--- config.mk ---
export PLATFORM = sky130hd
export DESIGN_NAME = decypher
export DESIGN_NICKNAME = d
export VERILOG_FILES = /design/src/rtl/decypher.sv
export SDC_FILE = /design/constraint.sdc
export NUM_CORES = 1
export LEC_CHECK = 0
export CAP_MARGIN = 5
export CORE_MARGIN = 2
export CORE_UTILIZATION = 38
export DETAILED_ROUTE_END_ITERATION = 8
export GPL_ROUTABILITY_DRIVEN = 0
export PLACE_DENSITY = 0.68
export SLEW_MARGIN = 25
export SYNTH_ARGS = -nofsm -noshare
export SYNTH_HDL_FRONTEND = slang
export SYNTH_SLANG_ARGS = --single-unit
--- constraint.sdc ---
create_clock -name clk -period 1.51 [get_ports clk]
set_input_delay 0.302 -clock clk [delete_from_list [all_inputs] [get_ports clk]]
set_output_delay 0.302 -clock clk [all_outputs]
set_load 0.05 [all_outputs]
--- src/rtl/decypher.sv ---
// One-time-pad decypher: walks a ciphertext word KEY_SIZE bits per cycle, MS chunk
// first, XORs each chunk with a pulled key chunk and presents the recovered word.
module decypher #(
    parameter int MSG_SIZE = 32,
    parameter int KEY_SIZE = 8
) (
    input  logic                clk,
    input  logic                rst_n,
    input  logic                in_valid,
    output logic                in_ready,
    input  logic [MSG_SIZE-1:0] cipher,
    output logic                key_req,
    input  logic                key_valid,
    input  logic [KEY_SIZE-1:0] key,
    output logic                out_valid,
    input  logic                out_ready,
    output logic [MSG_SIZE-1:0] plain,
    output logic                busy
);

    // state | meaning
    // IDLE  | waiting for a cipher word, in_ready high
    // RUN   | pulling one key chunk per key_valid cycle, N chunks total
    // DONE  | plaintext presented, waiting for out_ready

    localparam int N     = MSG_SIZE / KEY_SIZE;
    localparam int CNT_W = (N > 1) ? $clog2(N) : 1;
    localparam logic [CNT_W-1:0] LAST = CNT_W'(N - 1);

    typedef enum logic [1:0] {
        IDLE = 2'd0,
        RUN  = 2'd1,
        DONE = 2'd2
    } state_t;

    state_t              state_q;
    state_t              state_d;
    logic [CNT_W-1:0]    cnt;
    logic [MSG_SIZE-1:0] ct;
    logic                take_key;

    assign take_key = (state_q == RUN) && key_valid;

    always_ff @(posedge clk or negedge rst_n) begin
        if (!rst_n) begin
            state_q <= IDLE;
        end else begin
            state_q <= state_d;
        end
    end

    always_comb begin
        state_d = state_q;
        case (state_q)
            IDLE: if (in_valid) state_d = RUN;
            RUN:  if (key_valid && (cnt == LAST)) state_d = DONE;
            DONE: if (out_ready) state_d = IDLE;
            default: state_d = IDLE;
        endcase
    end

    always_comb begin
        in_ready  = (state_q == IDLE);
        key_req   = (state_q == RUN);
        out_valid = (state_q == DONE);
        busy      = (state_q == RUN) || (state_q == DONE);
    end

    // The first recovered chunk shifts up into the plaintext MSBs, mirroring the
    // cypher's shift-left assembly.
    always_ff @(posedge clk or negedge rst_n) begin
        if (!rst_n) begin
            ct    <= '0;
            plain <= '0;
            cnt   <= '0;
        end else if ((state_q == IDLE) && in_valid) begin
            ct    <= cipher;
            plain <= '0;
            cnt   <= '0;
        end else if (take_key) begin
            plain <= {plain[MSG_SIZE-KEY_SIZE-1:0], ct[MSG_SIZE-1 -: KEY_SIZE] ^ key};
            ct    <= ct << KEY_SIZE;
            cnt   <= (cnt == LAST) ? cnt : cnt + 1'b1;
        end
    end

endmodule

Word level (Yosys, flattened, before mapping)
Cells that the tools add are included.

Add/sub/neg operators: 1. Eq/ne operators: 7. Multiplexer cells: 11. Bitwise operators: 1. Reduce and logical (&&, ||, !) cells: 8.

Operators by type and width (number): 2-to-1 mux 32 bit (4); 2-to-1 mux 2 bit (6); XOR 8 bit (1); case mux 2 bit (3 select lines) (1); == test 2 bit, second input constant (2); != test 2 x 1 -> 1 bit, second input constant (2); != test 2 bit, second input constant (2); logical AND 1 bit (3); AND reduction 3 bit (1); adder 2 x 1 -> 2 bit, second input constant (1); == test 2 x 1 -> 1 bit, second input constant (1); logical NOT 2 bit (1); AND reduction 2 bit (1); nonzero test 2 bit (1); logical OR 1 bit (1).

Register bits after elaboration: 68. Input port bits: 45. Output and inout bits: 36. Word-level logic and storage cells: 32.

Logic depth before layout (Yosys ltp)
Gate-level depths: netlist (run 1).

Depth after elaboration: 4. Gate-level depth with buffers: 8. Gate-level depth less buffers: 5.

Worst setup path after synthesis (run 1)
OpenSTA, ideal clock, no wires.

Kind: register -> register. From: reg state_q[1]. To: reg plain[0]. Setup time: 87 ps. Arrival time: 1810 ps. Data required time: 1423 ps. Setup slack: -387 ps. Stages on the path, launching flop included: 9. Buffers on the path: 3. Clock period less this slack: 1897 ps. Cell sequence: dfrtp_1 > inv_1 > ha_1 > and2_1 > buf_4 > buf_6 > buf_8 > nor2_1 > a211oi_2.

Longest elaborated chain between the ends: 3. Elaborated cells on any way between the ends: 6. Classes of those cells: eq/ne (1); mux (1); reduce/logical (4).

RTL lines: start: declaration (RTL line 36) `state_t state_q;`; start signal: assignment (RTL line 48) `state_q <= state_d;`; == test 2 x 1 -> 1 bit; net key_req (RTL line 12) `output logic key_req,`; logical AND 1 bit (RTL line 42) `assign take_key = (state_q == RUN) && key_valid;`; nonzero test 2 bit (no source line); end signal: assignment (RTL line 81) `plain <= {plain[MSG_SIZE-KEY_SIZE-1:0], ct[MSG_SIZE-1 -: KEY_SIZE] ^ key};`; end: declaration (RTL line 17) `output logic [MSG_SIZE-1:0] plain,`.

The timed path passes the listed nets, and every way through them passes these cells. A chain may end at the register's enable or synchronous reset.

Worst setup path after layout (run 1)
From: reg state_q[0]. To: out busy.

Longest elaborated chain between the ends: 2. Elaborated cells on any way between the ends: 3. Classes of those cells: eq/ne (2); reduce/logical (1).

RTL lines: == test 2 x 1 -> 1 bit / == test 2 bit (equally long branches) (RTL line 66) `busy = (state_q == RUN) || (state_q == DONE);`; logical OR 1 bit * (RTL line 66); end: declaration (RTL line 18) `output logic busy`.

Every way passes the cells marked *; elsewhere a longest branch is shown, timed or not.

==> results of run 1 <==
-- synth_stat cells (4+ instances only) --
library cell / number / area (µm²)
a211oi_2: 8 / 100
a21oi_1: 24 / 120
a22o_1: 8 / 70.1
buf_1: 4 / 15.0
clkbuf_1: 7 / 26.3
dfrtp_1: 68 / 1700
ha_1: 5 / 62.6
mux2i_1: 25 / 250
nand2_1: 74 / 278
nor2_1: 11 / 41.3
o21ai_0: 24 / 120
xnor2_1: 8 / 70.1
-- worst max-delay path by stage --
stage / endpoint / slack, ns / cells past startpoint
floorplan: plain[0] / -0.08 / 8
global placement: state_q[0] / -0.12 / 4
detailed placement: ct[14] / -0.17 / 5
CTS: busy / -0.08 / 3
global route: ct[17] / -0.09 / 6
finish: busy / -0.04 / 3
-- final cells by class --
| class | count | area (µm²) | share of cell area (%) |
|---|---|---|---|
| repair buffers | 108 | 1510 | 30.7 |
| clock inverters | 7 | 124 | 2.53 |
| clock buffers | 9 | 124 | 2.53 |
| well taps | 102 | 128 | 2.60 |
| inverters | 2 | 10.0 | 0.204 |
| flip-flops and latches | 68 | 1700 | 34.8 |
| multi-input cells | 197 | 1310 | 26.6 |
-- worst reg2reg max path, cell delays in order (launching register included) --
cell and delay, ns:
dfrtp_2 0.45, inv_4 0.09, ha_4 0.17, and2_4 0.23, buf_12 0.16, mux2i_1 0.22
o21ai_1 0.09
-- repair_timing --
action / CTS / global route
setup endpoints to repair: 40 / 68
hold buffers: 1 / 0
pin swaps: 2 / 1
resized for setup: 11 / 23
setup buffers: 3 / 2
hold endpoints to repair: 21 / 0
-- cells in the final DEF (no fill, tap or decap), types with 2 or more instances in the layout --
cell,count
a21oi_1,13
a21oi_2,11
and2_4,2
buf_4,13
clkbuf_8,9
a22o_1,8
xnor2_1,8
nor2_4,3
buf_12,45
ha_4,3
a211oi_2,8
o21ai_0,7
clkinv_4,2
nand2_1,72
mux2i_1,24
bufinv_16,3
ha_1,2
dfrtp_1,67
buf_6,6
nor2b_1,2
nand2_2,2
clkdlybuf4s50_1,43
o21ai_1,17
nor2_1,7
-- state kept, by name (all words and copies together) (netlist names) --
name / cells
state_q: 2
plain: 32
ct: 32
cnt: 2
-- metrics by stage --
stage / setup TNS [ns] / cells / total power, µW
finish: -0.105 / 493 / 10800
global route: -1.84 / 493 / 11400
CTS: -0.467 / 491 / 10800
detailed placement: -4.36 / 471 / 8800
global placement: -2.99 / 471 / 8640
floorplan: -3.21 / 287 / 6280
-- power by group through the flow --
stage / clock network (µW) / logic, µW / registers, µW
after floorplan: 0 / 2180 / 4100
after global placement: 0 / 5340 / 3300
after detailed placement: 0 / 5460 / 3340
after CTS: 1870 / 5570 / 3320
after global routing: 1950 / 6010 / 3430
final: 1840 / 5640 / 3320
-- logic make-up after synthesis --
logic type | count (synthesis) | synth area share (%)
DFF | 68 | 56.4
adders and majority gates | 5 | 2.07
AOI/OAI and AO/OA | 66 | 14.2
and+or+nand+nor | 91 | 11.8
buffers and inverters | 22 | 4.31
xor gates and xnor gates | 9 | 2.61
muxes | 26 | 8.66
-- metal layers --
| layer | up-vias | wire length [µm] | global-route usage [%] |
|---|---|---|---|
| met5 | - | 0 | 0 |
| met1 | 1143 | 3100 | 24.2 |
| met3 | 9 | 350 | 3.71 |
| met4 | 0 | 85 | 6.62 |
| li1 | 1167 | - | - |
| met2 | 76 | 3390 | 27.6 |
==> metrics, run 1 <==
CTS clk-pin slew, worst paths roughly 0.080 ns; final WL a little under 7 mm; Fillers between 500 and 600; H-tree levels 3; final clock skew between 0.009 and 0.01 ns; Area Growth Syn to Fin 62.3%; Die H between 90 and 100 µm; sequential share of power between 30 and 40%; Num CTS Buffers 9; Bufs on Longest Clock Path 2; worst r2r src state_q[1]; gr usage total 17.6%; die width between 90 and 100 µm; VDD IR max around 1000 µV; period utilisation layout 102%; Critical Path RT ~1.2 ns; pins over their slew limit 0; Post-synth EDFFs 0; TritonRoute pass-1 iters 6; vias in the first global route 2401; # diodes 0; gr ovfl total 0; Final setup viols 5; area post-placement between 0.004 and 0.005 mm²; Die Area 0.00867 mm²; worst hold-check path type in -> async; setup slack, reg-to-reg -0.01 ns; Synth async-reset ratio 100%; Syn Area/Cell about 11 µm²; Achievable Freq about 650 MHz; I/O pins about 80; unrepaired setup endpoints after global routing yes; Yosys reg bits slightly below 70; vias per inst roughly 4.9; Worst path slowest cell dfrtp_1; Setup crit start kind flop; DR vias roughly 2400; drt wl/cell 14.1 µm; Syn. warnings 0; Logic pwr share between 50 and 60%; clock share of power approximately 17%; initial antenna violation count 0; clock latency at the later pin of the worst-skew pair 0.35 ns; Hold Vio Cnt, Final 0; Final Cell Area slightly below 0.005 mm²; first-pass GRT wire length between 10 and 15 mm; Max Cap Violations 0; Detail Placement HPWL ~5 mm; Hold WS 0.407 ns; actual slew at the worst max-slew pin 0.334 ns; setup ws final -0.0374 ns; core area roughly 0.0077 mm²; Pint 6510 µW; CP Capture Type output port; clock sink count 68; Worst R2R End ct[14]; sw frac between 30% and 40%; Synth Instances 287; Post-Syn Nets 337; CP Buf/Inv Count 2; critical path class reg -> out; drt initial violations 68; Critical Path Start state_q[0]; maximum fanout along the worst path 3; Crit path largest cell delay about 0.4 ns; effective utilization at floorplan between 30% and 40%; sequential area share after synthesis 56.4%; DRC 0; PwrDens 2210 mW/mm²; outcome finished, violations left; Rel. slew slack approximately 78%; layout cell share with drive strength beyond 1 between 20% and 30%; nets about 440; minimum clock period about 1.5 ns; Netlist cell types 25; worst path cell trace inv_2 > ha_4 > buf_12; Root Buffer clkbuf_8; Post-Place Worst Slack -0.167 ns; Cell Rows 32; largest net degree at the start of global routing 53; number of buffers added on ports 80; Pleak 0.00210 µW; CP top delay family flip-flops; Final ANT Viol Nets 0; crit path DAT approximately 1.3 ns; CTS tree yes; Util after Layout 63.4%; Sw Pwr roughly 4300 µW; failing checks setup timing; Post-Syn Area 0.00302 mm²; reg2reg path depth 6; dominant synthesized flop cell dfrtp_1
Note: power is estimated with default switching activity, not from simulation.
==> inputs of run 2 (changes only) <==
- CORE_ASPECT_RATIO: unset -> 1.25
- SKIP_CTS_REPAIR_TIMING: unset -> 1
==> run 2 against run 1 <==
Compared with the run above:
- the run still ends with setup timing left
- clock power down 10%
- sequential share of layout area down 1.5 points
- sequential cell count unchanged
- fmax down 4.1%
- register-to-register slack worse by 0.07 ns
- first-iteration DRC count rose to 2.5 times the previous value
- hold slack better by 0.0052 ns
- combinational power up 9.6%
- largest cell class is now buffers
- largest power group unchanged
==> metrics, run 2 (synthesized netlist as in run 1, its figures left out) <==
outcome finished, violations left; failing checks setup timing; # diodes 0; Pleak approximately 0.0022 µW; register area 0.00170 mm²; PwrDens around 2200 mW/mm²; pins over their slew limit 0; Rel. slew slack between 70% and 80%; Sw Pwr ~4400 µW; Hold Vio Cnt, Final 0; setup TNS -1.12 ns; core area between 0.007 and 0.008 mm²; fin cells about 500; drt initial violations 170; clock latency at the later pin of the worst-skew pair ~0.34 ns; Critical Path Start state_q[1]; vias in the first global route 2321; gr ovfl total 0; gr usage total 15.8%; Area Growth Syn to Fin 69.5%; VDD IR max 1160 µV; crit path DAT between 1 and 1.5 ns; Util after Layout approximately two thirds; unrepaired setup endpoints after global routing yes; Worst R2R End state_q[0]; number of buffers added on ports 80; TritonRoute pass-1 iters 4; Cell Rows 36; Worst path depth 4; Final setup viols 43; Pint ~6800 µW; Final ANT Viol Nets 0; effective utilization at floorplan between 30% and 40%; final WL around 7.4 mm; vias per inst approximately 5.0; layout cell share with drive strength beyond 1 between 30 and 40%; Die H slightly above 100 µm; Root Buffer clkbuf_8; Worst path slowest cell dfrtp_1; clock share of power roughly 15%; CP Capture Point key_req; Critical Path RT roughly 1.2 ns; nets 447; die width about 84 µm; combined area of the multi-input logic cells 0.00135 mm²; actual slew at the worst max-slew pin approximately 0.37 ns; Setup crit start kind flop; clock sink count slightly below 70; worst hold-check path type in -> async; CTS tree yes; Detail Placement HPWL roughly 4.7 mm; reg2reg path depth 5; setup ws final -0.104 ns; maximum fanout along the worst path 5; sequential share of power between 20 and 30%; Bufs on Longest Clock Path 2; final clock skew between 0.006 and 0.007 ns; commonest cells after routing, fill and taps aside nand2_1, dfrtp_1, buf_12; Logic pwr share a little under three fifths; Achievable Freq between 600 and 700 MHz; CP Capture Type output port; H-tree levels 3; minimum clock period between 1.5 and 2 ns; DR vias about 2500; CP Buf/Inv Count 3; setup slack, reg-to-reg -0.08 ns; Post-Place Worst Slack -0.261 ns; period utilisation layout 107%; largest net degree at the start of global routing 51; worst r2r src state_q[0]; CTS clk-pin slew, worst paths 0.07 ns; DRC 0; Num CTS Buffers 9; Die Area 0.00868 mm²; placed cells around 460; initial antenna violation count 0; Top Registers ct (32), plain (32); worst path cell trace inv_2 > ha_4 > buf_6 > buf_12; Fillers 599; sw frac between 30 and 40%; Max Cap Violations 0; Crit path largest cell delay approximately 0.43 ns; I/O pins 81; drt wl/cell roughly 15 µm; CP top delay family flip-flops; commonest non-fill, non-tap cell in the layout nand2_1; first-pass GRT wire length between 10 and 15 mm; critical path class reg -> out
## run 2: cell type report
cell class | instances | share of cell area [%]
Clock inverter | 5 | 1.47
Sequential cell | 68 | 33.2
Multi-Input combinational cell | 197 | 26.4
Clock buffer | 11 | 2.76
Timing Repair Buffer | 119 | 33.6
Inverter | 2 | 0.147
Tap cell | 95 | 2.32
## run 2: metal layers
metal	wire, µm	GRT usage (%)	part of all wire, %	vias up
met2	3620	24.0	49	66
met5	0	0	0	-
met1	3370	21.9	46	1206
met4	116	6.57	1.6	0
li1	-	-	-	1192
met3	260	3.43	3.5	12
## run 2: worst min path at each step
stage | slack, ns | startpoint | cells past startpoint | to
detailed placement | 0.24 | rst_n | 1 | plain[30]
floorplan | 0.006 | rst_n | 0 | cnt[0]
global route | 0.44 | rst_n | 2 | plain[30]
global placement | 0.23 | rst_n | 1 | plain[30]
finish | 0.41 | rst_n | 2 | plain[30]
CTS | -0.13 | rst_n | 1 | plain[30]
## run 2: metrics by stage
| stage | total power (µW) | cell area (µm²) | hold slack [ns] |
|---|---|---|---|
| after floorplan | 6280 | 3100 | 0.00641 |
| after global placement | 8600 | 4480 | 0.231 |
| after detailed placement | 8720 | 4480 | 0.238 |
| after CTS | 10400 | 4700 | -0.132 |
| after global routing | 11700 | 5120 | 0.439 |
| final | 11200 | 5120 | 0.412 |
## run 2: worst register-to-register path, stage by stage, from the launching register on
cell      delay (ns)
dfrtp_1         0.43
inv_2           0.10
ha_4            0.18
nor2b_1         0.14
a211oi_1        0.26
mux2_2          0.36
## run 2: power groups by stage
stage	combinational (µW)	sequential [µW]	clock, µW
floorplan	2180	4100	0
global placement	5310	3300	0
detailed placement	5390	3330	0
CTS	5410	3300	1670
global route	6530	3420	1760
finish	6180	3330	1650
==> inputs of run 3 (changes only) <==
- CORE_UTILIZATION: 38 -> 40
- PLACE_DENSITY: 0.68 -> 0.71
- REMOVE_ABC_BUFFERS: unset -> 1
==> run 3 against run 2 <==
Compared with the run above:
- the run still ends with setup timing left
- power shrank 6.3%
- clock skew shrank 0.0026 ns
- highest routed layer unchanged
- sequential share of layout area grew 1.6 points
- non-clock buffer count shrank 4
- design area down 4.6%
- first-iteration DRC count decreased by 27%
- utilization rose by 0.29 points
- via count is 1.4% lower
- setup slack improved by 0.0090 ns
- critical endpoint is now in_ready
- sequential cell count did not move
- fmax is 0.56% higher
- critical path depth did not move
==> metrics, run 3 (synthesized netlist as in run 1, its figures left out) <==
outcome finished, violations left; failing checks setup timing; Max Cap Violations 0; Pleak 0.00213 µW; first-pass GRT wire length 10.9 mm; Hold Vio Cnt, Final 0; TritonRoute pass-1 iters 5; effective utilization at floorplan about two fifths; CP Capture Type output port; Worst R2R End ct[31]; Cell Rows 35; CP Buf/Inv Count 3; overall power between 10000 and 15000 µW; sequential share of power between 30% and 40%; H-tree levels 3; nets ~440; worst hold-check path type in -> reg; period utilisation layout 106%; Die Area 0.00826 mm²; Pint around 6300 µW; clock latency at the later pin of the worst-skew pair about 0.34 ns; DRC 0; layout cell share with drive strength beyond 1 between 20% and 30%; drt initial violations 124; worst path cell trace inv_2 > ha_1 > buf_4 > buf_12; Setup crit start kind flop; Bufs on Longest Clock Path 2; Post-Place Worst Slack -0.295 ns; final WL around 7 mm; CP top delay family flip-flops; vias per inst 4.98; pins over their slew limit 0; Fillers 551; unrepaired setup endpoints after global routing yes; Top Registers ct (32), plain (32); Hold Path Stages 3; Endpoint, Worst Hold ct[18]; # diodes 0; clock sink count ~70; Achievable Freq ~620 MHz; number of buffers added on ports 80; commonest non-fill, non-tap cell in the layout nand2_1; Logic pwr share 55.0%; gr ovfl total 0; maximum fanout along the worst path 3; CTS tree yes; Area Growth Syn to Fin 61.7%; actual slew at the worst max-slew pin approximately 0.38 ns; vias in the first global route ~2300; Die H 101 µm; gr usage total approximately 18%; min-delay src cipher[18]; final clock skew 0.00375 ns; worst r2r src state_q[1]; CTS clk-pin slew, worst paths 0.07 ns; register area between 0.0015 and 0.002 mm²; Rel. slew slack between 70 and 80%; Critical Path RT roughly 1.2 ns; VDD IR max about 1200 µV; Worst path slowest cell dfrtp_1; largest net degree at the start of global routing between 60 and 70; DR vias 2442; minimum clock period between 1.5 and 2 ns; reg2reg path depth 7; crit path DAT 1.30 ns; Sw Pwr approximately 4200 µW; Final setup viols 19; PwrDens around 2100 mW/mm²; Crit path largest cell delay 0.39 ns; sw frac approximately two fifths; combined area of the multi-input logic cells roughly 0.0012 mm²; initial antenna violation count 0; commonest cells after routing, fill and taps aside nand2_1, dfrtp_1, clkdlybuf4s50_1, buf_12, mux2i_1; core area ~0.0074 mm²; setup slack, reg-to-reg -0.04 ns; drt wl/cell around 14 µm; setup ws final -0.0950 ns; Root Buffer clkbuf_8; critical path class reg -> out; die width around 82 µm; Final ANT Viol Nets 0; Detail Placement HPWL 4.66 mm; Num CTS Buffers 9; I/O pins 81; clock share of power between 10% and 20%
==> run 3: changes by cell type in the layout (fill, tap and decap cells not counted), moves of 3 or more <==
cell       before  now
a21oi_2        14    6
o21ai_1        16    3
o21ai_0         6   21
nor2_1          6   10
mux2i_1        21   25
buf_8           0    4
a21oi_1        10   18
clkbuf_16       8    4
mux2i_2         3    0
nand2_2         3    0
nor2_4          4    0
==> run 3: how the worst max path moves through the flow <==
stage,from,end,slack [ns],depth (start not counted)
after detailed placement,key_valid,ct[6],-0.30,4
after global routing,state_q[0],out_valid,-0.14,5
after floorplan,state_q[0],ct[0],-1.91,5
after global placement,key_valid,ct[2],-0.25,4
final,state_q[0],in_ready,-0.09,4
after CTS,state_q[0],out_valid,-0.20,5
==> run 3: power groups by stage <==
stage               logic (µW)  registers [µW]  clock network (µW)
floorplan                 1840            4080                   0
global placement          5160            3260                   0
detailed placement        5280            3310                   0
CTS                       5290            3280                1460
global route              6130            3380                1540
finish                    5760            3280                1420
==> run 3: layout make-up <==
type,instances,share of cell area [%]
clock buffers,11,2.69
well taps,92,2.36
repair buffers,115,33.4
flip-flops and latches,68,34.9
multi-input cells,197,25.5
clock inverters,5,1.08
inverters,2,0.154
==> run 3: worst reg2reg max path, cell delays in order, from the launching register on <==
cell	delay (ns)
dfrtp_1	0.39
inv_2	0.08
ha_2	0.19
and2_4	0.25
buf_12	0.13
clkbuf_16	0.14
mux2i_1	0.18
o21ai_0	0.09
==> run 3: per-stage QoR <==
stage               setup TNS [ns]  instance area [µm²]  instances  hold WS (ns)  utilization (%)
floorplan                   -99.38                 2900        267       0.00641                -
global placement             -9.07                 4430        465         0.332             60.2
detailed placement          -10.91                 4430        465         0.336             60.2
CTS                          -2.72                 4610        481       -0.0401             62.7
global route                 -3.31                 4880        490         0.510             66.4
finish                      -0.548                 4880        490         0.490             66.4
==> run 3: metal layers <==
layer  GRT usage [%]  vias to the layer above  share of wire (%)
li1                -                     1178                  -
met1            22.5                     1194                 41
met2            28.4                       61                 53
met3            3.83                        9                3.9
met4            7.69                        0                1.7
met5               0                        -                  0
